`src/rtl/ctrl_pipe_hazard.sv`:
```
// ctrl_pipe_hazard: RV32I control unit with D/E/M/W control pipeline, branch resolution, load-use hazard and branch counters
module ctrl_pipe_hazard #(
  parameter int ALUCTRL_W = 4,
  parameter int CNT_W = 16
) (
  input  logic                 clk,
  input  logic                 reset,
  input  logic [6:0]           op,
  input  logic [2:0]           funct3,
  input  logic                 funct7b5,
  input  logic [4:0]           Rs1D,
  input  logic [4:0]           Rs2D,
  input  logic [4:0]           RdE,
  input  logic                 ZeroE,
  input  logic                 LtE,
  input  logic                 LtuE,
  output logic [2:0]           ImmSrcD,
  output logic                 ALUSrcAE,
  output logic                 ALUSrcBE,
  output logic [ALUCTRL_W-1:0] ALUControlE,
  output logic                 ResultSrcE0,
  output logic                 MemWriteM,
  output logic                 RegWriteM,
  output logic                 RegWriteW,
  output logic [1:0]           ResultSrcW,
  output logic                 PCSrcE,
  output logic                 PCJalrE,
  output logic                 StallF,
  output logic                 StallD,
  output logic                 FlushD,
  output logic                 IllegalW,
  output logic [CNT_W-1:0]     BrTotal,
  output logic [CNT_W-1:0]     BrTaken
);
  logic reg_write_d, mem_write_d, branch_d, jump_d, jalr_d, src_a_d, src_b_d, illegal_d;
  logic [1:0] result_src_d;
  logic [3:0] alu_ctl_d, alu_ri;
  logic reg_write_e, mem_write_e, branch_e, jump_e, jalr_e, illegal_e;
  logic [1:0] result_src_e;
  logic [2:0] funct3_e;
  logic [1:0] result_src_m;
  logic illegal_m, cond, lw_stall, flush_e;
  always_comb
    alu_ri = funct3 == 3'b000 ? {3'b000, funct7b5 & op[5]} :
             funct3 == 3'b001 ? 4'b0111 :
             funct3 == 3'b010 ? 4'b0101 :
             funct3 == 3'b011 ? 4'b0110 :
             funct3 == 3'b100 ? 4'b0100 :
             funct3 == 3'b101 ? (funct7b5 ? 4'b1001 : 4'b1000) :
             funct3 == 3'b110 ? 4'b0011 : 4'b0010;
  always_comb begin
    reg_write_d = 1'b0;
    mem_write_d = 1'b0;
    branch_d = 1'b0;
    jump_d = 1'b0;
    jalr_d = 1'b0;
    src_a_d = 1'b0;
    src_b_d = 1'b0;
    result_src_d = 2'b00;
    ImmSrcD = 3'b000;
    alu_ctl_d = 4'b0000;
    illegal_d = 1'b0;
    case (op)
      7'b0110011: begin reg_write_d = 1'b1; alu_ctl_d = alu_ri; end
      7'b0010011: begin reg_write_d = 1'b1; src_b_d = 1'b1; alu_ctl_d = alu_ri; end
      7'b0000011: begin reg_write_d = 1'b1; src_b_d = 1'b1; result_src_d = 2'b01; end
      7'b0100011: begin mem_write_d = 1'b1; src_b_d = 1'b1; ImmSrcD = 3'b001; end
      7'b1100011: begin branch_d = 1'b1; ImmSrcD = 3'b010; alu_ctl_d = 4'b0001; end
      7'b1101111: begin reg_write_d = 1'b1; jump_d = 1'b1; result_src_d = 2'b10; ImmSrcD = 3'b011; end
      7'b1100111: begin reg_write_d = 1'b1; jump_d = 1'b1; jalr_d = 1'b1; src_b_d = 1'b1; result_src_d = 2'b10; end
      7'b0110111: begin reg_write_d = 1'b1; src_b_d = 1'b1; result_src_d = 2'b11; ImmSrcD = 3'b100; end
      7'b0010111: begin reg_write_d = 1'b1; src_a_d = 1'b1; src_b_d = 1'b1; ImmSrcD = 3'b100; end
      default: illegal_d = 1'b1;
    endcase
  end
  always_comb
    cond = funct3_e[2:1] == 2'b00 ? ZeroE ^ funct3_e[0] :
           funct3_e[2:1] == 2'b10 ? LtE ^ funct3_e[0] :
           funct3_e[2:1] == 2'b11 ? LtuE ^ funct3_e[0] : 1'b0;
  assign PCSrcE = (branch_e & cond) | jump_e;
  assign PCJalrE = jump_e & jalr_e;
  assign FlushD = PCSrcE;
  assign lw_stall = (result_src_e == 2'b01) & reg_write_e & (RdE != 5'd0) & ((RdE == Rs1D) | (RdE == Rs2D));
  assign StallF = lw_stall;
  assign StallD = lw_stall;
  assign flush_e = lw_stall | PCSrcE;
  assign ResultSrcE0 = result_src_e[0];
  always_ff @(posedge clk) begin
    {reg_write_e, mem_write_e, jump_e, branch_e, jalr_e, ALUSrcAE, ALUSrcBE, result_src_e, ALUControlE, funct3_e, illegal_e} <=
      (reset | flush_e) ? '0 :
      {reg_write_d, mem_write_d, jump_d, branch_d, jalr_d, src_a_d, src_b_d, result_src_d, ALUCTRL_W'(alu_ctl_d), funct3, illegal_d};
    {RegWriteM, MemWriteM, result_src_m, illegal_m} <= reset ? '0 : {reg_write_e, mem_write_e, result_src_e, illegal_e};
    {RegWriteW, ResultSrcW, IllegalW} <= reset ? '0 : {RegWriteM, result_src_m, illegal_m};
  end
  always_ff @(posedge clk)
    if (reset) begin
      BrTotal <= '0;
      BrTaken <= '0;
    end else begin
      if (branch_e && BrTotal != '1) BrTotal <= BrTotal + CNT_W'(1);
      if (branch_e && cond && BrTaken != '1) BrTaken <= BrTaken + CNT_W'(1);
    end
endmodule

```
`config.mk`:
```
export PLATFORM = sky130hd
export DESIGN_NAME = ctrl_pipe_hazard
export DESIGN_NICKNAME = d
export VERILOG_FILES = /design/src/rtl/ctrl_pipe_hazard.sv
export SDC_FILE = /design/constraint.sdc
export NUM_CORES = 1
export LEC_CHECK = 0
export BUFFER_PORTS_ARGS = -buffer_cell sky130_fd_sc_hd__buf_4
export CAP_MARGIN = 25
export CORE_ASPECT_RATIO = 1.5
export CORE_MARGIN = 3
export CORE_UTILIZATION = 35
export CTS_BUF_LIST = sky130_fd_sc_hd__clkbuf_2 sky130_fd_sc_hd__clkbuf_4 sky130_fd_sc_hd__clkbuf_8
export DETAILED_ROUTE_END_ITERATION = 7
export PLACE_DENSITY = 0.66
export SLEW_MARGIN = 40
export SYNTH_ARGS = -nofsm -noshare
export SYNTH_HDL_FRONTEND = slang
export SYNTH_SLANG_ARGS = --single-unit
```
`constraint.sdc`:
```
create_clock -name clk -period 1.8 [get_ports clk]
set_clock_uncertainty 0.05 [all_clocks]
set_input_delay 0.27 -clock clk [delete_from_list [all_inputs] [get_ports clk]]
set_output_delay 0.27 -clock clk [all_outputs]
set_load 0.05 [all_outputs]
```
### Word-level counts from Yosys, hierarchy flattened

Index checks and enable logic that the tools add are counted.

| operators by class | value |
|---|---|
| add/sub/neg operators | 2 |
| equal/unequal tests | 22 |
| muxes and demuxes | 22 |
| bitwise gates (word level) | 13 |
| reduce and logical (&&, ||, !) cells | 12 |

Operators with widths:

| cell | number |
|---|---|
| $add A16 B1 Y16 const B | 2 |
| $ne A16 B16 Y1 const B | 2 |
| $mux W4 | 6 |
| $eq A7 B6 Y1 const B | 3 |
| $eq A7 B7 Y1 const B | 3 |
| $eq A7 B5 Y1 const B | 2 |
| $mux W1 | 13 |
| $pmux W3 S4 | 1 |
| $eq A5 B5 Y1 | 2 |
| $eq A3 B3 Y1 const B | 3 |
| $reduce_or A9 Y1 | 1 |
| $pmux W4 S2 | 1 |
| $eq A7 B2 Y1 const B | 1 |
| $reduce_or A7 Y1 | 1 |
| $and A1 B1 Y1 | 6 |
| $eq A3 B2 Y1 const B | 2 |
| $pmux W2 S3 | 1 |
| $reduce_or A2 Y1 | 3 |
| $reduce_or A6 Y1 | 1 |
| $reduce_bool A5 Y1 | 1 |
| $eq A2 B2 Y1 const B | 2 |
| $or A1 B1 Y1 | 4 |
| $eq A3 B1 Y1 const B | 1 |
| $logic_and A1 B1 Y1 | 3 |
| 4 further kinds | 6 |

| word-level totals | value |
|---|---|
| bits in registers | 58 |
| output and inout port bits | 53 |

### Depth between registers and ports, before layout

Gate-level depths: netlist (run 1).

| logic depth | value |
|---|---|
| depth after elaboration | 9 |
| gate-level depth with buffers | 8 |
| gate-level depth less buffers | 6 |

### Least setup slack after synthesis (run 1)

No wires, ideal clock.

| timing path | value |
|---|---|
| kind | input -> output |
| start point | input port op[2] |
| end point | output port ImmSrcD[2] |
| arrival | 2.150 ns |
| setup slack | -0.670 ns |
| cell stages on the path | 3 |
| buffers on the path | 1 |
| cells stage by stage | clkbuf_1 -> inv_1 -> nor4_1 |

| between the ends | value |
|---|---|
| cells in the longest elaborated chain, start to end | 3 |

RTL lines:

| element | RTL line | source |
|---|---|---|
| start, declared | 8 | `input logic [6:0] op,` |
| $eq A7 B6 Y1 or $eq A7 B5 Y1 (tied branches) | 63 | `case (op)` |
| $reduce_or A2 Y1 (no source line) | -- |  |
| $pmux W3 S4 (*) | 63 |  |
| end, declared | 17 | `output logic [2:0] ImmSrcD,` |

Every way passes the cells marked *; elsewhere a longest branch is shown, timed or not.

### Worst setup path in the final report (run 1)

| timing path | value |
|---|---|
| start point | register funct3_e[2] |
| end point | output port PCSrcE |

| between the ends | value |
|---|---|
| cells in the longest elaborated chain, start to end | 6 |

RTL lines:

| element | RTL line | source |
|---|---|---|
| start, declared | 40 | `logic [2:0] funct3_e;` |
| start signal, assigned | 89 | `{reg_write_e, mem_write_e, jump_e, branch_e, jalr_e, ALUSrcAE, ALUSrcBE, result_src_e, ALUControlE, funct3_e, ...` |
| $eq A2 B2 Y1 | 79 | `funct3_e[2:1] == 2'b11 ? LtuE ^ funct3_e[0] : 1'b0;` |
| $mux W1 | 79 |  |
| $mux W1 | 78 | `funct3_e[2:1] == 2'b10 ? LtE ^ funct3_e[0] :` |
| $mux W1 (*) | 77 | `cond = funct3_e[2:1] == 2'b00 ? ZeroE ^ funct3_e[0] :` |
| $and A1 B1 Y1 (*) | 80 | `assign PCSrcE = (branch_e & cond) \| jump_e;` |
| $or A1 B1 Y1 (*) | 80 |  |
| end, declared | 26 | `output logic PCSrcE,` |

Marks and branches as above.

==> summary.md, run 1 <==
| Metric | Value |
|---|---|
| Met1 Track Usage GR | 17.6% |
| Via count of the first global-routing pass | 2,682 |
| Status | finished, violations left |
| Number of warning messages in the yosys log | 0 |
| Met2 Usage GRT | 30.7% |
| Largest cells by area after synthesis | sky130_fd_sc_hd__dfxtp_1, sky130_fd_sc_hd__xor2_1, sky130_fd_sc_hd__nor2_1 |
| Max-cap viol count | 0 |
| Post-Place Setup Slack | -0.215 ns |
| Syn nets | 355 |
| Post-synth EDFFs | 0 |
| Detailed placer's ending HPWL | 5460 um |
| Clk Latency, worst-skew pair | 0.33 ns |
| Vertical die dimension | 115 um |
| Average vias per placed instance | 5.08 |
| Setup repair after global routing missed its margin | yes |
| Pin count of the biggest net entering global routing | 25 |
| Arrival time worst endpoint | 1.74 ns |
| Max-slew violation count | 0 |
| Startpoint Class | flip-flop |
| Met3 global-route usage | 2.98% |
| Count of TritonRoute iterations in the first routing pass | 4 |
| Root buffer selected by CTS | sky130_fd_sc_hd__clkbuf_8 |
| Global-route wire length before repair | 12,000 um |
| Worst Max-Slew Pin Slew | 0.322 ns |
| Global-route total usage across every layer | 16.8% |
| Highest ir drop seen on vdd | 0.402 mV |
| Core utilization of the finished layout | 56.3% |
| Worst setup path category | flip-flop to output pin |
| Area of the die | 9030 um2 |
| Antenna diodes | 0 |
| Clock Tree Buf Depth | 2 |
| Final weighted congestion of routability-driven global placement | 0.910 |
| Top-Level Pins | 84 |
| Clock Sink Count | 58 |
| CORE AREA | 7660 um2 |
| Avg Inst Size Synth | 8.60 um2 |
| CTS tree | done |
| Count of final hold-check violations | 0 |
| Max frequency | 486 MHz |
| Worst setup EP type | output pin |
| Violated checks | setup timing |
| Buffers on Ports | 83 |
| Post-synthesis async set-or-reset flop share | 0% |
| Power per cell area | 585 nW/um2 |
| Most frequent standard cell in the layout excluding fill and tap cells | sky130_fd_sc_hd__buf_4 |
| Final Routed Wirelength | 7460 um |
| Count of nets left with antenna violations after detail routing | 0 |
| Final-layout setup total negative slack | -1.95 ns |
| Post-layout total power | 2520 uW |
| Predominant post-synthesis flop cell | sky130_fd_sc_hd__dfxtp_1 |
| Worst-path maximum fanout | 3 |
| Number of distinct standard cells referenced by the synthesized netlist | 54 |
| Residual DRC | 0 |
| Std-Cell Rows | 39 |
| Number of synthesized register bits | 58 |
| Number of instances in the synthesized netlist | 322 |
| Shortest clock period the worst path allows after layout | 2.06 ns |
| Cell taking the most area after synthesis | sky130_fd_sc_hd__dfxtp_1 |
| Portion of synthesized cell area occupied by the leading cell type | 42.0% |
| Initial cell density of the core | 36.1% |
| Nets | 483 |
| Number of antenna violations at the first check in global routing | 0 |
| H-tree depth | 3 |
| Routed wirelength normalized by instance count | 13.4 um |
| Number of design-rule violations left by the first detailed-router iteration | 119 |
| CP Data Required Time | 1.48 ns |
| Fillers | 679 |
| Worst slew slack as a fraction of its limit | 78.5% |
| Post-synthesis instance area | 2770 um2 |
| Share of synthesized area occupied by flip-flops and latches | 42.0% |
| Leakage power figure | 0.00179 uW |
| Layer with the highest usage after global routing | met2 |
| Growth of design area from synthesis to finish | 55.9% |
| Number of setup violations in the final report | 28 |
| Most frequent cells in the layout | sky130_fd_sc_hd__buf_4, sky130_fd_sc_hd__nor2_1, sky130_fd_sc_hd__dfxtp_1, sky130_fd_sc_hd__xor2_1, sky130_fd_sc_hd__nand2_1 |
| Aggregate global routing overflow | 0 |
| # placed instances | 529 |
| Reg clk slew, reported paths | 0.06 ns |
| Fraction of layout cells with a size suffix above 1 | 46.1% |
| Via total after detailed routing | 2,821 |
| Setup slack of the critical path after layout | -0.258 ns |
| Number of standard cells in the layout, taps in and fillers out | 555 |
| Die span in x | 78.6 um |
| Path category of the worst min-delay check | input port to flip-flop |
| Cts bufs inserted | 9 |
| Period utilisation layout | 114% |
-- critical path, stage by stage (launching register included) --
cell                      delay (ns)
sky130_fd_sc_hd__dfxtp_2        0.33
sky130_fd_sc_hd__mux2i_2        0.16
sky130_fd_sc_hd__and4b_2        0.24
sky130_fd_sc_hd__buf_6          0.12
sky130_fd_sc_hd__or3_4          0.39
sky130_fd_sc_hd__buf_8          0.17
-- worst paths after layout --
check | start | to | slack (ns) | cells past startpoint
setup / recovery | funct3_e[2]$_SDFF_PP0_ | PCSrcE | -0.26 | 5
hold / removal | op[1] | illegal_e$_SDFF_PP0_ | 0.09 | 2
setup reg to reg | funct3_e[2]$_SDFF_PP0_ | ALUControlE[3]$_SDFF_PP0_ | -0.15 | 7
hold reg to reg | result_src_m[0]$_SDFF_PP0_ | ResultSrcW[0]$_SDFF_PP0_ | 0.39 | 1
-- stage by stage --
stage | area, um2 | hold slack (ns)
global placement | 3870 | 0.367
finish | 4320 | 0.0939
global route | 4320 | 0.0804
CTS | 4160 | 0.0720
floorplan | 2920 | 0.295
detailed placement | 3870 | 0.381
-- registers in the layout (all words and copies together), names as in the netlist --
register and flops:
branch_e 1, ResultSrcW 2, mem_write_e 1, RegWriteM 1, IllegalW 1, illegal_m 1
ALUControlE 4, result_src_m 2, BrTaken 16, reg_write_e 1, result_src_e 2, jump_e 1
jalr_e 1, illegal_e 1, MemWriteM 1, ALUSrcBE 1, funct3_e 3, ALUSrcAE 1
BrTotal 16, RegWriteW 1
-- routing by layer --
layer	routed length, um	vias up
met5	0	-
met4	227	0
met3	290	20
met2	4030	60
met1	2910	1326
li1	-	1415
-- area by class of cell --
| class | count | area, um2 | share of cell area, % |
|---|---|---|---|
| multi-input combinational | 241 | 1700 | 39.3 |
| tap | 102 | 128 | 2.96 |
| timing repair buffer | 132 | 1060 | 24.6 |
| clock buffer | 13 | 160 | 3.71 |
| clock inverter | 1 | 5.00 | 0.116 |
| inverter | 8 | 30.0 | 0.696 |
| sequential | 58 | 1230 | 28.6 |
-- report_power, final --
part	switching, uW	leakage, uW	internal (uW)
Clock	455	0.0000896	566
Sequential	4.02	0.000488	1270
Combinational	123	0.00121	103
-- Yosys cell counts (2+ instances only) --
cell / n
sky130_fd_sc_hd__nand2_1: 18
sky130_fd_sc_hd__or3_1: 7
sky130_fd_sc_hd__nor2b_1: 16
sky130_fd_sc_hd__a211oi_1: 4
sky130_fd_sc_hd__nand3_1: 15
sky130_fd_sc_hd__and4_1: 4
sky130_fd_sc_hd__nor3_1: 15
sky130_fd_sc_hd__buf_6: 2
sky130_fd_sc_hd__mux2i_1: 3
sky130_fd_sc_hd__nand2b_1: 4
sky130_fd_sc_hd__buf_2: 2
sky130_fd_sc_hd__nand3b_1: 2
sky130_fd_sc_hd__dlygate4sd1_1: 2
sky130_fd_sc_hd__nand4_1: 7
sky130_fd_sc_hd__a21oi_1: 14
sky130_fd_sc_hd__dfxtp_1: 58
sky130_fd_sc_hd__nor2_1: 37
sky130_fd_sc_hd__ha_1: 2
sky130_fd_sc_hd__o31ai_1: 3
sky130_fd_sc_hd__clkbuf_1: 6
sky130_fd_sc_hd__o21ai_0: 15
sky130_fd_sc_hd__xor2_1: 20
sky130_fd_sc_hd__nor4_1: 13
sky130_fd_sc_hd__xnor2_1: 5
sky130_fd_sc_hd__or4_1: 7
sky130_fd_sc_hd__buf_4: 3
sky130_fd_sc_hd__inv_1: 8
sky130_fd_sc_hd__and3_1: 3
sky130_fd_sc_hd__mux2_1: 2
-- cells by family after synthesis --
| family | after synthesis | synth area share (%) |
|---|---|---|
| simple gates | 157 | 30.7 |
| flops | 58 | 42.0 |
| buf+inv | 24 | 4.66 |
| fa+ha+maj | 2 | 0.904 |
| xor+xnor | 25 | 7.91 |
| mux | 6 | 2.31 |
| compound gates | 50 | 11.6 |
-- what timing repair did --
| action | CTS | global route |
|---|---|---|
| setup endpoints to repair | 36 | 36 |
| resized for setup | 15 | 20 |
| hold buffers | 0 | 0 |
| setup buffers | 6 | 6 |
| pin swaps | 11 | 10 |
| gates cloned | 1 | 0 |
Note: power is estimated with default switching activity, not from simulation.
==> run 2: changes to the inputs <==
--- a/config.mk
+++ b/config.mk
@@ -12,8 +12,7 @@
 export CORE_UTILIZATION = 35
 export CTS_BUF_LIST = sky130_fd_sc_hd__clkbuf_2 sky130_fd_sc_hd__clkbuf_4 sky130_fd_sc_hd__clkbuf_8
 export DETAILED_ROUTE_END_ITERATION = 7
-export PLACE_DENSITY = 0.66
-export SLEW_MARGIN = 40
+export PLACE_DENSITY = 0.63
 export SYNTH_ARGS = -nofsm -noshare
 export SYNTH_HDL_FRONTEND = slang
 export SYNTH_SLANG_ARGS = --single-unit
==> run 2 against run 1 <==
  * The run still ends with setup timing left
  * Maximum frequency up 0.21%
  * Combinational power is 3% lower
  * Critical path depth unchanged
  * Register-to-register slack got worse by 0.02 ns
  * Total power is 9.6% higher
  * Sequential cell count unchanged
  * Sequential power about the same
  * Critical path type unchanged
  * Largest cell class unchanged
==> summary.md, run 2 (synthesis gave the netlist of run 1 again) <==
| Metric | Value |
|---|---|
| Status | finished, violations left |
| Violated checks | setup timing |
| Most frequent cells in the layout | sky130_fd_sc_hd__buf_4, sky130_fd_sc_hd__nor2_1, sky130_fd_sc_hd__dfxtp_1, sky130_fd_sc_hd__xor2_1, sky130_fd_sc_hd__nand2_1 |
| H-tree depth | 3 |
| Period utilisation layout | 114% |
| Highest ir drop seen on vdd | 0.474 mV |
| Area of the die | 9030 um2 |
| Detailed placer's ending HPWL | 5530 um |
| Number of standard cells in the layout, taps in and fillers out | 554 |
| Slowest cell on the critical path | sky130_fd_sc_hd__or3_4 |
| Top-Level Pins | 84 |
| Count of nets left with antenna violations after detail routing | 0 |
| Initial cell density of the core | 36.1% |
| Average vias per placed instance | 5.16 |
| Number of setup violations in the final report | 17 |
| Routed wirelength normalized by instance count | 14.0 um |
| Via count of the first global-routing pass | 2,607 |
| Max-slew violation count | 0 |
| Global-route wire length before repair | 12,000 um |
| Root buffer selected by CTS | sky130_fd_sc_hd__clkbuf_8 |
| Critical path cell sequence | mux2i_2, and4b_2, buf_6, or3_4, buf_8 |
| Pin count of the biggest net entering global routing | 20 |
| Count of TritonRoute iterations in the first routing pass | 4 |
| Arrival time worst endpoint | 1.73 ns |
| Clock Tree Buf Depth | 2 |
| Growth of design area from synthesis to finish | 57.6% |
| Die span in x | 78.6 um |
| Clk Latency, worst-skew pair | 0.33 ns |
| Most frequent standard cell in the layout excluding fill and tap cells | sky130_fd_sc_hd__buf_4 |
| Worst Max-Slew Pin Slew | 0.398 ns |
| Worst setup EP type | output pin |
| Vertical die dimension | 115 um |
| Number of hold-repair buffers added at the cts stage | 0 |
| Startpoint Class | flip-flop |
| Worst-path maximum fanout | 3 |
| Area of placed instances | 3830 um2 |
| Final Routed Wirelength | 7760 um |
| Number of antenna violations at the first check in global routing | 0 |
| CP Data Required Time | 1.48 ns |
| Final weighted congestion of routability-driven global placement | 0.825 |
| Via total after detailed routing | 2,857 |
| CORE AREA | 7660 um2 |
| Worst setup path category | flip-flop to output pin |
| Count of buffer and inverter cells on the critical path | 2 |
| Antenna diodes | 0 |
| CTS tree | done |
| Max-cap viol count | 0 |
| Path category of the worst min-delay check | input port to flip-flop |
| Leakage power figure | 0.00180 uW |
| Global-route total usage across every layer | 16.6% |
| Core utilization of the finished layout | 56.9% |
| # placed instances | 526 |
| Worst slew slack as a fraction of its limit | 73.4% |
| Cts bufs inserted | 9 |
| Std-Cell Rows | 39 |
| Setup slack of the critical path after layout | -0.253 ns |
| Reg clk slew, reported paths | 0.06 ns |
| Buffers on Ports | 83 |
| Largest stage delay on the critical path | 0.39 ns |
| Aggregate global routing overflow | 0 |
| Count of final hold-check violations | 0 |
| Clock Sink Count | 58 |
| Setup repair after global routing missed its margin | yes |
| Nets | 480 |
| Fraction of layout cells with a size suffix above 1 | 47.6% |
| Largest delay contributor family on the critical path | simple AND/OR/NAND/NOR gates |
| Max frequency | 487 MHz |
| Number of design-rule violations left by the first detailed-router iteration | 116 |
| Final cell area excluding filler cells | 4360 um2 |
| Residual DRC | 0 |
| Shortest clock period the worst path allows after layout | 2.05 ns |
| Power per cell area | 634 nW/um2 |
-- run 2: cell types whose count changed in the layout (fill, tap and decap cells not counted), moves of 2 or more --
cell	before	now
sky130_fd_sc_hd__clkbuf_8	10	12
sky130_fd_sc_hd__or4_1	7	4
sky130_fd_sc_hd__dfxtp_2	15	17
sky130_fd_sc_hd__a21oi_1	11	8
sky130_fd_sc_hd__buf_4	122	119
sky130_fd_sc_hd__nor4_2	3	6
sky130_fd_sc_hd__dfxtp_1	29	27
sky130_fd_sc_hd__nor4_1	7	4
sky130_fd_sc_hd__buf_12	3	0
sky130_fd_sc_hd__a21oi_2	3	6
sky130_fd_sc_hd__or4_4	0	3
-- run 2: layer usage --
metal	up-vias	wire length, um	GRT usage, %	share of wire, %
met5	-	0	0	0
met4	0	147	8.28	1.9
met3	16	366	3.61	4.7
met2	71	4320	30.4	56
met1	1352	2930	17.7	38
li1	1418	-	-	-
-- run 2: power breakdown --
group | switching [uW] | internal [uW] | leakage, uW
clock network | 484 | 782 | 0.000114
logic | 121 | 98.9 | 0.00119
registers | 4.63 | 1270 | 0.000488
total | 610 | 2150 | 0.00180
-- run 2: area by class of cell --
class                           instances  area [um2]
Fill cell                             718        3300
Multi-Input combinational cell        243        1760
Sequential cell                        58        1230
Timing Repair Buffer                  127         995
Clock buffer                           14         180
Tap cell                              102         128
Clock inverter                          2        35.0
Inverter                                8        30.0
-- run 2: final timing paths --
kind / from / end / slack, ns / depth (start not counted)
max: funct3_e[2]$_SDFF_PP0_ / FlushD / -0.25 / 5
min: op[1] / illegal_e$_SDFF_PP0_ / 0.1 / 2
max reg2reg: funct3_e[1]$_SDFF_PP0_ / BrTaken[15]$_SDFFE_PP0P_ / -0.17 / 7
min reg2reg: result_src_m[1]$_SDFF_PP0_ / ResultSrcW[1]$_SDFF_PP0_ / 0.38 / 1
-- run 2: worst reg2reg max path: stages (launching register included) --
cell and delay [ns]:
sky130_fd_sc_hd__dfxtp_2 0.32, sky130_fd_sc_hd__or3b_1 0.38, sky130_fd_sc_hd__o22ai_2 0.15, sky130_fd_sc_hd__buf_4 0.14
sky130_fd_sc_hd__buf_8 0.13, sky130_fd_sc_hd__o2bb2ai_4 0.10, sky130_fd_sc_hd__or4b_1 0.52, sky130_fd_sc_hd__a21oi_1 0.12
-- run 2: what timing repair did --
item / CTS / global route
pin swaps: 1 / 19
setup buffers: 1 / 8
cloned: 0 / 3
gates resized for setup: 5 / 41
setup endpoints to repair: 33 / 37
-- run 2: per-stage QoR --
step | total power (uW) | hold slack, ns | setup WS [ns] | setup TNS, ns
4_1_cts | 2800 | 0.0673 | -0.271 | -4.13
3_3_place_gp | 1510 | 0.373 | -0.177 | -2.52
3_5_place_dp | 1520 | 0.371 | -0.203 | -3.30
6_report | 2760 | 0.0954 | -0.253 | -1.69
2_1_floorplan | 1420 | 0.295 | -0.107 | -0.323
5_1_grt | 2900 | 0.0800 | -0.299 | -4.49
